`src/rtl/tdm_pkg.sv`:
```
// Shared TDM definitions used by both the receive demux and the transmit-side sequencer.
package tdm_pkg;

    localparam int unsigned TDM_WIDTH = 8;

    typedef enum logic [1:0] {
        ST_HUNT  = 2'd0,
        ST_SLOT0 = 2'd1,
        ST_SLOT1 = 2'd2
    } tdm_state_e;

endpackage

```
`src/rtl/tdm_shift_in.sv`:
```
// MSB-first serial-to-parallel shift register with enable and synchronous clear.
// q_nxt_c presents the word including the bit currently on din, so a word is complete on its last beat.
module tdm_shift_in #(
    parameter int unsigned WIDTH = 8
) (
    input  logic             clk,
    input  logic             rst_n,
    input  logic             en,
    input  logic             clr,
    input  logic             din,
    output logic [WIDTH-1:0] q_nxt_c
);

    logic [WIDTH-1:0] shreg_q;
    logic [WIDTH-1:0] shreg_d;

    // Oldest stored bit falls off the top as din enters at the bottom.
    assign q_nxt_c = WIDTH'({shreg_q, din});

    always_comb begin
        shreg_d = shreg_q;
        if (clr) begin
            shreg_d = '0;
        end else if (en) begin
            shreg_d = q_nxt_c;
        end
    end

    always_ff @(posedge clk or negedge rst_n) begin
        if (!rst_n) begin
            shreg_q <= '0;
        end else begin
            shreg_q <= shreg_d;
        end
    end

endmodule

```
`src/rtl/tdm_demux_2ch.sv`:
```
// Two-channel TDM receiver: locks to fsync, deserializes slot 0 to channel A and slot 1 to channel C.
module tdm_demux_2ch
    import tdm_pkg::*;
#(
    parameter int unsigned WIDTH = TDM_WIDTH
) (
    input  logic             clk,
    input  logic             rst_n,
    input  logic             bit_en,
    input  logic             sdata,
    input  logic             fsync,
    output logic [WIDTH-1:0] ch_a_data,
    output logic             ch_a_vld,
    output logic [WIDTH-1:0] ch_c_data,
    output logic             ch_c_vld,
    output logic             locked,
    output logic             frame_err
);

    localparam int unsigned CNT_W = $clog2(WIDTH + 1);
    localparam logic [CNT_W-1:0] CNT_LAST = CNT_W'(WIDTH - 1);
    localparam logic [CNT_W-1:0] CNT_ONE  = CNT_W'(1);

    tdm_state_e       state_q, state_d;
    logic [CNT_W-1:0] cnt_q, cnt_d;
    logic             exp_sync_q, exp_sync_d;
    logic [WIDTH-1:0] ch_a_data_q, ch_a_data_d;
    logic [WIDTH-1:0] ch_c_data_q, ch_c_data_d;
    logic             ch_a_vld_q, ch_a_vld_d;
    logic             ch_c_vld_q, ch_c_vld_d;
    logic             locked_q, locked_d;
    logic             frame_err_q, frame_err_d;
    logic             sh_en, sh_clr;
    logic [WIDTH-1:0] word_c;

    tdm_shift_in #(.WIDTH(WIDTH)) u_shift (
        .clk     (clk),
        .rst_n   (rst_n),
        .en      (sh_en),
        .clr     (sh_clr),
        .din     (sdata),
        .q_nxt_c (word_c)
    );

    // Next-state, counter and output decode; everything advances only on beats.
    always_comb begin
        state_d     = state_q;
        cnt_d       = cnt_q;
        exp_sync_d  = exp_sync_q;
        ch_a_data_d = ch_a_data_q;
        ch_c_data_d = ch_c_data_q;
        ch_a_vld_d  = 1'b0;
        ch_c_vld_d  = 1'b0;
        frame_err_d = 1'b0;
        sh_en       = 1'b0;
        sh_clr      = 1'b0;

        if (bit_en) begin
            unique case (state_q)
                ST_HUNT: begin
                    if (fsync) begin
                        sh_en      = 1'b1;
                        cnt_d      = CNT_ONE;
                        exp_sync_d = 1'b0;
                        state_d    = ST_SLOT0;
                    end
                end
                ST_SLOT0: begin
                    if (exp_sync_q) begin
                        // First beat after a completed frame must carry the next sync.
                        exp_sync_d = 1'b0;
                        if (fsync) begin
                            sh_en = 1'b1;
                            cnt_d = CNT_ONE;
                        end else begin
                            sh_clr      = 1'b1;
                            cnt_d       = '0;
                            frame_err_d = 1'b1;
                            state_d     = ST_HUNT;
                        end
                    end else if (fsync) begin
                        sh_en       = 1'b1;
                        cnt_d       = CNT_ONE;
                        frame_err_d = 1'b1;
                    end else begin
                        sh_en = 1'b1;
                        if (cnt_q == CNT_LAST) begin
                            ch_a_data_d = word_c;
                            ch_a_vld_d  = 1'b1;
                            cnt_d       = '0;
                            state_d     = ST_SLOT1;
                        end else begin
                            cnt_d = cnt_q + CNT_ONE;
                        end
                    end
                end
                ST_SLOT1: begin
                    sh_en = 1'b1;
                    if (fsync) begin
                        cnt_d       = CNT_ONE;
                        frame_err_d = 1'b1;
                        state_d     = ST_SLOT0;
                    end else if (cnt_q == CNT_LAST) begin
                        ch_c_data_d = word_c;
                        ch_c_vld_d  = 1'b1;
                        cnt_d       = '0;
                        exp_sync_d  = 1'b1;
                        state_d     = ST_SLOT0;
                    end else begin
                        cnt_d = cnt_q + CNT_ONE;
                    end
                end
                default: begin
                    sh_clr  = 1'b1;
                    cnt_d   = '0;
                    state_d = ST_HUNT;
                end
            endcase
        end

        locked_d = (state_d != ST_HUNT);
    end

    always_ff @(posedge clk or negedge rst_n) begin
        if (!rst_n) begin
            state_q     <= ST_HUNT;
            cnt_q       <= '0;
            exp_sync_q  <= 1'b0;
            ch_a_data_q <= '0;
            ch_c_data_q <= '0;
            ch_a_vld_q  <= 1'b0;
            ch_c_vld_q  <= 1'b0;
            locked_q    <= 1'b0;
            frame_err_q <= 1'b0;
        end else begin
            state_q     <= state_d;
            cnt_q       <= cnt_d;
            exp_sync_q  <= exp_sync_d;
            ch_a_data_q <= ch_a_data_d;
            ch_c_data_q <= ch_c_data_d;
            ch_a_vld_q  <= ch_a_vld_d;
            ch_c_vld_q  <= ch_c_vld_d;
            locked_q    <= locked_d;
            frame_err_q <= frame_err_d;
        end
    end

    assign ch_a_data = ch_a_data_q;
    assign ch_c_data = ch_c_data_q;
    assign ch_a_vld  = ch_a_vld_q;
    assign ch_c_vld  = ch_c_vld_q;
    assign locked    = locked_q;
    assign frame_err = frame_err_q;

endmodule
```
`config.mk`:
```
export PLATFORM = sky130hd
export DESIGN_NAME = tdm_demux_2ch
export DESIGN_NICKNAME = d
export VERILOG_FILES = /design/src/rtl/tdm_pkg.sv /design/src/rtl/tdm_shift_in.sv /design/src/rtl/tdm_demux_2ch.sv
export SDC_FILE = /design/constraint.sdc
export NUM_CORES = 1
export LEC_CHECK = 0
export BUFFER_PORTS_ARGS = -buffer_cell sky130_fd_sc_hd__buf_4
export CORE_MARGIN = 2
export CORE_UTILIZATION = 55
export CTS_BUF_LIST = sky130_fd_sc_hd__clkbuf_2 sky130_fd_sc_hd__clkbuf_4 sky130_fd_sc_hd__clkbuf_8
export DETAILED_ROUTE_END_ITERATION = 7
export PLACE_DENSITY = 0.77
export SETUP_SLACK_MARGIN = 0.1
export SYNTH_ARGS = -nofsm -noshare
export SYNTH_HDL_FRONTEND = slang
export SYNTH_HIERARCHICAL = 1
export SYNTH_SLANG_ARGS = --single-unit
export TNS_END_PERCENT = 30
```
`constraint.sdc`:
```
create_clock -name clk -period 2.1 [get_ports clk]
set_input_delay 0.315 -clock clk [delete_from_list [all_inputs] [get_ports clk]]
set_output_delay 0.315 -clock clk [all_outputs]
set_load 0.1 [all_outputs]
```
==> flow_summary.yaml <==
placed_design:
  place_ws_ns: 0.211
  port_buffers: 24
  finalWeightedCongestion: 0.878
  place_hpwl_mm: 2.30
finish:
  seq_area_um2: 851
  area_delta_synth_final_pct: 17.3
  diodes: 0
  layout_commonest_cell: "dfrtp_1"
  mostFrequentLayoutCells: "34 x dfrtp_1, 26 x buf_4, 9 x nor2_1, 9 x mux2_2, 8 x inv_1"
  fill_cells: 236
  drive_gt1_frac: 0.294
  nets: 182
  multi_input_area_um2: 751
power_and_ir_drop:
  power.density_nw_per_um2: 1010
  p_leak_nw: 0.981
  vdd_ir_drop_max_mv: 0.487
critical_path:
  cp.arrival_ns: 2.14
  cpPeakStageDelay_ns: 0.44
  worstSetupStartpointType: "flip-flop"
  crit_type: "reg -> reg"
  critical_path_required_ns: 2.38
  crit_fanout: 8
  slowest_stage: "or3b_4"
  end_kind: "flip-flop"
  critical_path.top_delay_family: "compound AO/OA/AOI/OAI gates"
  crit_chain: "inv_1 -> ha_1 -> or3b_4 -> a211oi_4 -> a21o_1 -> a22o_1"
  r2r_slack_ns: 0.23
  cp_num_buf_inv: 1
job:
  maxCapViolations: 0
sta:
  setup_tns_ns: 0
  clock_skew_ns: 0.0117
  setup_viol: 0
  worstMarginPinSlew_ns: 0.399
  fin_crit_sh: 0.889
  setup_slack_ns: 0.233
  timing.slew.headroom: 0.727
  grt_setup_unrepaired: "no"
  fmax_ghz: 0.536
  maxSlewViolCount: 0
  final-hold-violation-count: 0
  min_period_ns: 1.87
clocking:
  clock-sinks: 34
  cts_tree: "done"
  clk_latency_ns: 0.33
  h-tree-depth: 2
  clockBufferDepth: 2
  cts-root-buf: "clkbuf_4"
  clkTransAtPathRegs_ns: 0.11
  numCtsBuffers: 5
drt:
  wl_mm: 3.30
  wl_per_cell_um: 16.2
  drt_iter0_drc: 34
  vias_per_cell: 5.90
  drc_errors: 0
  num_vias: 1197
  ant_nets: 0
  dr.pass1.iters: 4
grt:
  grt_pass1_vias: 1157
  antenna_found_initial: 0
  grt_max_degree: 35
  grtUsageTotal: 0.219
  grt_pass1_wl_mm: 5.56
  gr-total-overflow: 0
floorplanning:
  rows: 20
  initial_core_util: 0.561
  coreArea_um2: 2980
  dieArea_um2: 3500
  io-pin-count: 25
  die_w_um: 59.1
  dieHeight_um: 59.1
synthesis:
  syn_nets: 153
  ys_types: 39
  syn_inst: 140
  syn_area_um2: 1670
  yosysWarnings: 6
  ys_ff_latch: 34
  synth_area_per_cell_um2: 11.9
  synthFlopType: "dfrtp_1"
  synth_edf_count: 0
  ys_seq_area_frac: 0.509
  synth_async_sr_flop_share: 1.00
worst_hold_path:
  hold_path.class: "in -> reg"
outcome:
  status: "finished clean"
==> Yosys cell counts (2+ instances only) <==
cell type / instances / share of area
ha_1: 8 / 0.060
inv_1: 8 / 0.018
nand2_1: 5 / 0.011
o21ai_0: 6 / 0.018
a21oi_1: 6 / 0.018
mux2_2: 9 / 0.061
nand2b_1: 4 / 0.015
a211oi_1: 2 / 0.0090
dfrtp_1: 34 / 0.51
nor2_1: 9 / 0.020
nor2_4: 2 / 0.013
nor3_1: 2 / 0.0060
nand3_1: 3 / 0.0090
mux2_1: 7 / 0.047
buf_6: 2 / 0.013
a22oi_1: 2 / 0.0090
buf_4: 2 / 0.0090
mux2i_1: 7 / 0.042
nor2b_1: 2 / 0.0075
==> timing repair <==
item	4_1_cts	5_1_grt
endpoints found under the setup margin	0	8
gates resized for setup	0	1
hold buffers	1	0
hold endpoints to repair	34	0
setup buffers	0	0
==> power by group <==
part           total (W)  switching [W]  internal (W)  leakage [nW]
Combinational   0.000631       0.000404      0.000227         0.471
Sequential      0.000858       0.000100      0.000758         0.465
Clock           0.000495       0.000217      0.000278        0.0463
==> metrics by stage <==
| stage | std cells | area, µm² | utilization | power [W] | hold slack, ns |
|---|---|---|---|---|---|
| finish | 203 | 1960 | 0.658 | 0.00198 | 0.220 |
| global route | 203 | 1960 | 0.658 | 0.00209 | 0.198 |
| CTS | 203 | 1960 | 0.658 | 0.00199 | 0.200 |
| detailed placement | 194 | 1870 | 0.626 | 0.00149 | 0.287 |
| global placement | 194 | 1870 | 0.626 | 0.00145 | 0.278 |
| floorplan | 140 | 1670 | - | 0.00134 | 0.0194 |
==> logic make-up after synthesis <==
| family | count (synthesis) | share of synthesized area |
|---|---|---|
| simple gates | 35 | 0.125 |
| fa+ha+maj | 8 | 0.0599 |
| buf+inv | 13 | 0.0434 |
| compound gates | 27 | 0.113 |
| flops | 34 | 0.509 |
| mux | 23 | 0.150 |
==> flip-flops by register name, indices dropped and copies added (netlist names) <==
name             flops
ch_c_vld             1
cnt_q                4
u_shift/shreg_q      7
ch_c_data            8
exp_sync_q           1
ch_a_data            8
state_q              2
locked               1
ch_a_vld             1
frame_err            1
==> metal layers <==
metal | part of all wire | global-route usage | wire, µm | vias up
met5 | 0 | 0 | 0 | -
met4 | 0.015 | 0.0974 | 50 | 0
met3 | 0.039 | 0.0655 | 130 | 5
met2 | 0.50 | 0.343 | 1650 | 32
met1 | 0.44 | 0.281 | 1460 | 609
li1 | - | - | - | 551
==> final timing paths <==
path,cells after the start,to,startpoint
max in group asynchronous,2,u_shift/shreg_q[4]$_DFFE_PN0P_,rst_n
hold reg to reg,1,ch_c_data[7]$_DFFE_PN0P_,ch_c_data[7]$_DFFE_PN0P_
min in group asynchronous,2,state_q[1]$_DFF_PN0_,rst_n
setup / recovery,6,cnt_q[3]$_DFFE_PN0P_,state_q[0]$_DFF_PN0_
setup reg to reg,6,cnt_q[3]$_DFFE_PN0P_,state_q[0]$_DFF_PN0_
hold / removal,2,ch_c_data[0]$_DFFE_PN0P_,sdata
==> cell type report <==
cell class | instances | share of cell area
Sequential cell | 34 | 0.434
Multi-Input combinational cell | 93 | 0.383
Timing Repair Buffer | 27 | 0.105
Clock buffer | 7 | 0.0268
Tap cell | 33 | 0.0211
Clock inverter | 1 | 0.0153
Inverter | 8 | 0.0153
No activity file was read; power rests on OpenSTA's default activity.
